File: src/rtl/dpram_arb_pkg.sv
// dpram_arb_pkg: shared types for the dual-port RAM arbiter.
package dpram_arb_pkg;
    localparam int NUM_REQ = 2;
    typedef logic [$clog2(NUM_REQ)-1:0] req_id_t;
    typedef struct packed {
        logic    valid;
        req_id_t id;
    } rd_tag_t;
endpackage

File: src/rtl/dpram_port_arbiter_rr_arbiter2.sv
// rr_arbiter2: two-way round-robin grant with a pointer that moves only on an accept.
module rr_arbiter2
    import dpram_arb_pkg::*;
(
    input  logic               clk,
    input  logic               rst,
    input  logic [NUM_REQ-1:0] req,
    output logic [NUM_REQ-1:0] grant
);
    // prio names the requester that wins the next contention
    logic prio;
    assign grant[0] = req[0] && (!req[1] || !prio);
    assign grant[1] = req[1] && (!req[0] || prio);
    always_ff @(posedge clk or posedge rst)
        if (rst)
            prio <= 1'b0;
        else if (|grant)
            prio <= grant[0];
endmodule

File: src/rtl/dpram_port_arbiter.sv
// dpram_port_arbiter: shares one memory port between two requesters with
// round-robin grant, read-after-write blocking and tagged read responses.
module dpram_port_arbiter
    import dpram_arb_pkg::*;
#(
    parameter int WIDTH         = 8,
    parameter int ADDR_WIDTH    = 3,
    parameter int READ_LATENCY  = 2,
    parameter int WRITE_LATENCY = 1
) (
    input  logic                  i_clk,
    input  logic                  i_rst,
    input  logic                  i_req_valid_0,
    input  logic                  i_req_valid_1,
    input  logic                  i_req_we_0,
    input  logic                  i_req_we_1,
    input  logic [ADDR_WIDTH-1:0] i_req_addr_0,
    input  logic [ADDR_WIDTH-1:0] i_req_addr_1,
    input  logic [WIDTH-1:0]      i_req_din_0,
    input  logic [WIDTH-1:0]      i_req_din_1,
    output logic                  o_req_ready_0,
    output logic                  o_req_ready_1,
    output logic                  o_rsp_valid_0,
    output logic                  o_rsp_valid_1,
    output logic [WIDTH-1:0]      o_rsp_data_0,
    output logic [WIDTH-1:0]      o_rsp_data_1,
    output logic                  o_mem_en,
    output logic                  o_mem_we,
    output logic [ADDR_WIDTH-1:0] o_mem_addr,
    output logic [WIDTH-1:0]      o_mem_din,
    input  logic [WIDTH-1:0]      i_mem_dout
);
    logic [NUM_REQ-1:0]    valid, is_rd, hazard, eligible, grant;
    logic [ADDR_WIDTH-1:0] addr [NUM_REQ];
    logic [WIDTH-1:0]      din [NUM_REQ];
    logic [WRITE_LATENCY-1:0] wr_valid;
    logic [ADDR_WIDTH-1:0] wr_addr [WRITE_LATENCY];
    rd_tag_t               tag [READ_LATENCY];
    rd_tag_t               out_tag;
    req_id_t               sel, cmd_id;
    logic                  accept;
    logic [WIDTH-1:0]      hold_0, hold_1;

    assign valid   = {i_req_valid_1, i_req_valid_0};
    assign is_rd   = {!i_req_we_1, !i_req_we_0};
    assign addr[0] = i_req_addr_0;
    assign addr[1] = i_req_addr_1;
    assign din[0]  = i_req_din_0;
    assign din[1]  = i_req_din_1;

    // wr_* holds the writes issued in the last WRITE_LATENCY cycles, newest at index 0
    always_comb begin
        hazard = '0;
        for (int r = 0; r < NUM_REQ; r++)
            for (int k = 0; k < WRITE_LATENCY; k++)
                if (is_rd[r] && wr_valid[k] && wr_addr[k] == addr[r])
                    hazard[r] = 1'b1;
    end

    assign eligible = valid & ~hazard & {NUM_REQ{!i_rst}};

    rr_arbiter2 u_rr (
        .clk   (i_clk),
        .rst   (i_rst),
        .req   (eligible),
        .grant (grant)
    );

    assign sel           = grant[1];
    assign accept        = |grant;
    assign o_req_ready_0 = grant[0];
    assign o_req_ready_1 = grant[1];

    always_ff @(posedge i_clk or posedge i_rst) begin
        if (i_rst) begin
            o_mem_en   <= 1'b0;
            o_mem_we   <= 1'b0;
            o_mem_addr <= '0;
            o_mem_din  <= '0;
            cmd_id     <= '0;
            wr_valid   <= '0;
            for (int k = 0; k < WRITE_LATENCY; k++)
                wr_addr[k] <= '0;
            for (int k = 0; k < READ_LATENCY; k++)
                tag[k] <= '0;
        end else begin
            o_mem_en <= accept;
            o_mem_we <= accept && !is_rd[sel];
            if (accept) begin
                o_mem_addr <= addr[sel];
                o_mem_din  <= din[sel];
                cmd_id     <= sel;
            end
            wr_valid[0] <= accept && !is_rd[sel];
            wr_addr[0]  <= addr[sel];
            for (int k = 1; k < WRITE_LATENCY; k++) begin
                wr_valid[k] <= wr_valid[k-1];
                wr_addr[k]  <= wr_addr[k-1];
            end
            tag[0] <= {o_mem_en && !o_mem_we, cmd_id};
            for (int k = 1; k < READ_LATENCY; k++)
                tag[k] <= tag[k-1];
        end
    end

    assign out_tag       = tag[READ_LATENCY-1];
    assign o_rsp_valid_0 = out_tag.valid && out_tag.id == req_id_t'(0);
    assign o_rsp_valid_1 = out_tag.valid && out_tag.id == req_id_t'(1);
    assign o_rsp_data_0  = o_rsp_valid_0 ? i_mem_dout : hold_0;
    assign o_rsp_data_1  = o_rsp_valid_1 ? i_mem_dout : hold_1;

    always_ff @(posedge i_clk or posedge i_rst) begin
        if (i_rst) begin
            hold_0 <= '0;
            hold_1 <= '0;
        end else begin
            if (o_rsp_valid_0)
                hold_0 <= i_mem_dout;
            if (o_rsp_valid_1)
                hold_1 <= i_mem_dout;
        end
    end
endmodule

File: config.mk
export PLATFORM = sky130hd
export DESIGN_NAME = dpram_port_arbiter
export DESIGN_NICKNAME = d
export VERILOG_FILES = /design/src/rtl/dpram_arb_pkg.sv /design/src/rtl/dpram_port_arbiter_rr_arbiter2.sv /design/src/rtl/dpram_port_arbiter.sv
export SDC_FILE = /design/constraint.sdc
export NUM_CORES = 1
export LEC_CHECK = 0
export CORE_MARGIN = 4
export CORE_UTILIZATION = 38
export DETAILED_ROUTE_END_ITERATION = 12
export PLACE_DENSITY = 0.73
export SLEW_MARGIN = 30
export SYNTH_ARGS = -nofsm -noshare
export SYNTH_HDL_FRONTEND = slang
export SYNTH_SLANG_ARGS = --single-unit
File: constraint.sdc
create_clock -name i_clk -period 4.4 [get_ports i_clk]
set_clock_uncertainty 0.2 [all_clocks]
set_input_delay 1.32 -clock i_clk [delete_from_list [all_inputs] [get_ports i_clk]]
set_output_delay 1.32 -clock i_clk [all_outputs]
set_load 0.02 [all_outputs]
==> impl_metrics.py <==
metrics = {
    "setup_path": {
        "end_kind": "primary output",
        "crit_path_cell_trace": "clkdlybuf4s50_1 -> xor2_1 -> nor4_4 -> a311oi_2 -> clkbuf_2",
        "critPathLaunch": "i_req_addr_0[2]",
        "crit_type": "primary input to primary output",
        "rr_endpoint": "o_mem_din[3]",
        "cp_max_fo": 3,
        "worst_r2r_path_depth": 6,
        "cp-start-kind": "primary input",
        "worst_path_max_delay_cell": "clkdlybuf4s50_1",
        "reg2reg_slack_ns": 2.07,
        "max_stage_delay_ns": 0.52,
        "required_ns": 2.88,
        "r2r-start": "wr_addr[2]",
        "cp.arrival_ns": 2.75,
    },
    "sta": {
        "max_slew_margin": 0.490,
        "rsz0062_at_grt": "no",
        "layout_min_cycle_time_ns": 4.27,
        "hold_viol_final": 0,
        "finalMaxSlewViolations": 0,
        "fin_crit_sh": 0.971,
        "setup_viol": 0,
        "tightestPinTransition_ns": 0.763,
        "fmax_mhz": 234,
    },
    "finish": {
        "seqCellArea_um2": 951,
        "nFillCells": 316,
        "fin_area_um2": 2490,
        "area_growth_pct": 52.3,
        "drive_gt1_frac": 0.175,
        "layout_commonest_cell": "clkdlybuf4s50_1",
        "final_util": 0.608,
        "antenna_cells": 0,
        "multi_input_area_um2": 519,
        "final_cell_mix": "clkdlybuf4s50_1, dfrtp_1, inv_1, mux2_2, a222oi_1",
        "layout.nets": 246,
    },
    "global_routing": {
        "grt_pass1_vias": 1379,
        "antenna_found_initial": 0,
        "grt_first_pass_wirelength_um": 5970,
        "grt_overflow": 0,
        "grt_max_degree": 39,
        "grt.total_usage": 0.147,
    },
    "status": {
        "status": "completed",
    },
    "min_path": {
        "whs_endpoint": "out_tag[0]",
        "hold_start": "tag[2]",
        "hold_path.class": "flip-flop to flip-flop",
        "holdPathStages": 0,
    },
    "power_and_ir_drop": {
        "ir_drop_uv": 200,
        "p_per_area_nw_per_um2": 434,
        "p_leak_nw": 1.16,
    },
    "drt": {
        "ant_nets": 0,
        "wl_um": 3740,
        "routedWlPerCell_um": 14.3,
        "dr_wl_met3_um": 395,
        "drt_first_iter_violations": 65,
        "highest_layer": "met4",
        "dr_total_vias": 1263,
        "drc": 0,
        "wl_met2_um": 1800,
        "post_drt_via_cell_ratio": 4.84,
        "m1WireLength_um": 1450,
        "dr.pass1.iters": 4,
    },
    "clocking": {
        "cts_hold_buf": 0,
        "cts_made_buffers": 5,
        "path_clk_slew_ns": 0.07,
        "cts_sinks": 38,
        "clock_tree.root_cell": "clkbuf_8",
        "clockBufferDepth": 2,
        "clk_latency_ns": 0.28,
        "ctsHtreeMaxLevel": 2,
        "cts_tree": "built",
    },
    "place": {
        "portBuffers": 68,
        "gp_congestion": 0.734,
        "post_dp_cell_area_um2": 2400,
        "dp_hpwl_um": 2870,
    },
    "synthesis": {
        "ys_ff_latch": 38,
        "synth_area_um2": 1630,
        "yosysWarnings": 0,
        "syn_inst": 132,
        "syn_area_per_cell_um2": 12.4,
        "seq_area_frac_synth": 0.582,
        "yosysTopAreaCellShare": 0.582,
        "ys_top_cells_by_area": "dfrtp_1, mux2_2, inv_1",
        "syn-num-nets": 168,
        "ys_types": 24,
        "synth_top_cell_by_area": "dfrtp_1",
    },
    "floorplan": {
        "dieArea_um2": 5410,
        "die_w_um": 73.6,
        "core_um2": 4090,
        "die_h_um": 73.6,
        "row_count": 23,
        "io_pins": 69,
        "initial_utilization": 0.400,
    },
    "flow_run": {
        "maxCapViolCount": 0,
    },
}
[registers in the layout, indices dropped and copies added (netlist names)]
| register | count |
|---|---|
| cmd_id | 1 |
| hold_0 | 8 |
| hold_1 | 8 |
| o_mem_addr | 3 |
| o_mem_din | 8 |
| o_mem_en | 1 |
| out_tag | 2 |
| tag | 2 |
| u_rr.prio | 1 |
| wr_addr | 3 |
| wr_valid | 1 |
[cell usage after synthesis]
library cell / count
xnor2_1: 3
inv_1: 36
clkbuf_1: 1
a22o_2: 1
o311a_4: 1
o21a_1: 1
nand2b_1: 1
nor2_1: 2
buf_4: 1
mux2_2: 16
xor2_1: 3
a222oi_1: 11
nand4_1: 1
a21oi_1: 1
a2bb2oi_1: 1
nand2_1: 2
a311oi_2: 1
dfrtp_1: 38
nor2b_1: 4
nor4_4: 1
buf_2: 1
nand3_1: 1
mux2i_1: 3
buf_6: 1
[routing by layer]
layer | global-route usage | up-vias
li1 | - | 597
met1 | 0.158 | 591
met2 | 0.246 | 66
met3 | 0.0670 | 9
met4 | 0.0684 | 0
met5 | 0 | -
[worst max-delay path, delay by kind of cell]
family,cells,cell delay [ns]
and+or+nand+nor,1,0.10
buffers and inverters,2,0.75
xor gates and xnor gates,1,0.27
AOI/OAI and AO/OA,1,0.32
[final cells by class]
class                      count  share of cell area
clock buffer                   7              0.0347
timing repair buffer          75               0.291
multi-input combinational     54               0.209
clock inverter                 1             0.00201
sequential                    38               0.382
tap                           50              0.0252
inverter                      36              0.0559
[through the flow]
step | std cells | TNS, ns | setup slack [ns] | power, mW | hold WS (ns)
6_report | 261 | 0 | 0.128 | 1.08 | 0.157
5_1_grt | 261 | 0 | 0.0796 | 1.14 | 0.167
4_1_cts | 261 | 0 | 0.00247 | 1.10 | 0.159
3_5_place_dp | 253 | -0.568 | -0.286 | 0.856 | 0.136
3_3_place_gp | 253 | -0.472 | -0.240 | 0.845 | 0.134
2_1_floorplan | 132 | 0 | 0.309 | 0.660 | 0.131
[timing repair]
action	4_1_cts	5_1_grt
endpoints found under the setup margin	2	2
buffers inserted	0	0
resized for setup	4	2
[power breakdown]
group | switching, mW | internal [mW] | leakage (nW)
Clock | 0.111 | 0.126 | 0.0482
Sequential | 0.0267 | 0.422 | 0.439
Combinational | 0.187 | 0.207 | 0.668
[cells by family after synthesis]
| kind of cell | share of synthesized area |
|---|---|
| and+or+nand+nor | 0.0483 |
| buffers and inverters | 0.0996 |
| xor gates and xnor gates | 0.0322 |
| muxes | 0.129 |
| DFF | 0.582 |
| AOI/OAI and AO/OA | 0.109 |
[worst max-delay path by stage]
stage,endpoint,slack (ns),depth (start not counted)
2_1_floorplan,o_req_ready_1,0.31,4
3_3_place_gp,o_req_ready_1,-0.24,5
3_5_place_dp,o_req_ready_1,-0.29,5
4_1_cts,o_req_ready_0,0.002,5
5_1_grt,o_req_ready_0,0.08,5
6_report,o_req_ready_0,0.13,5
No activity file was read; power rests on OpenSTA's default activity.
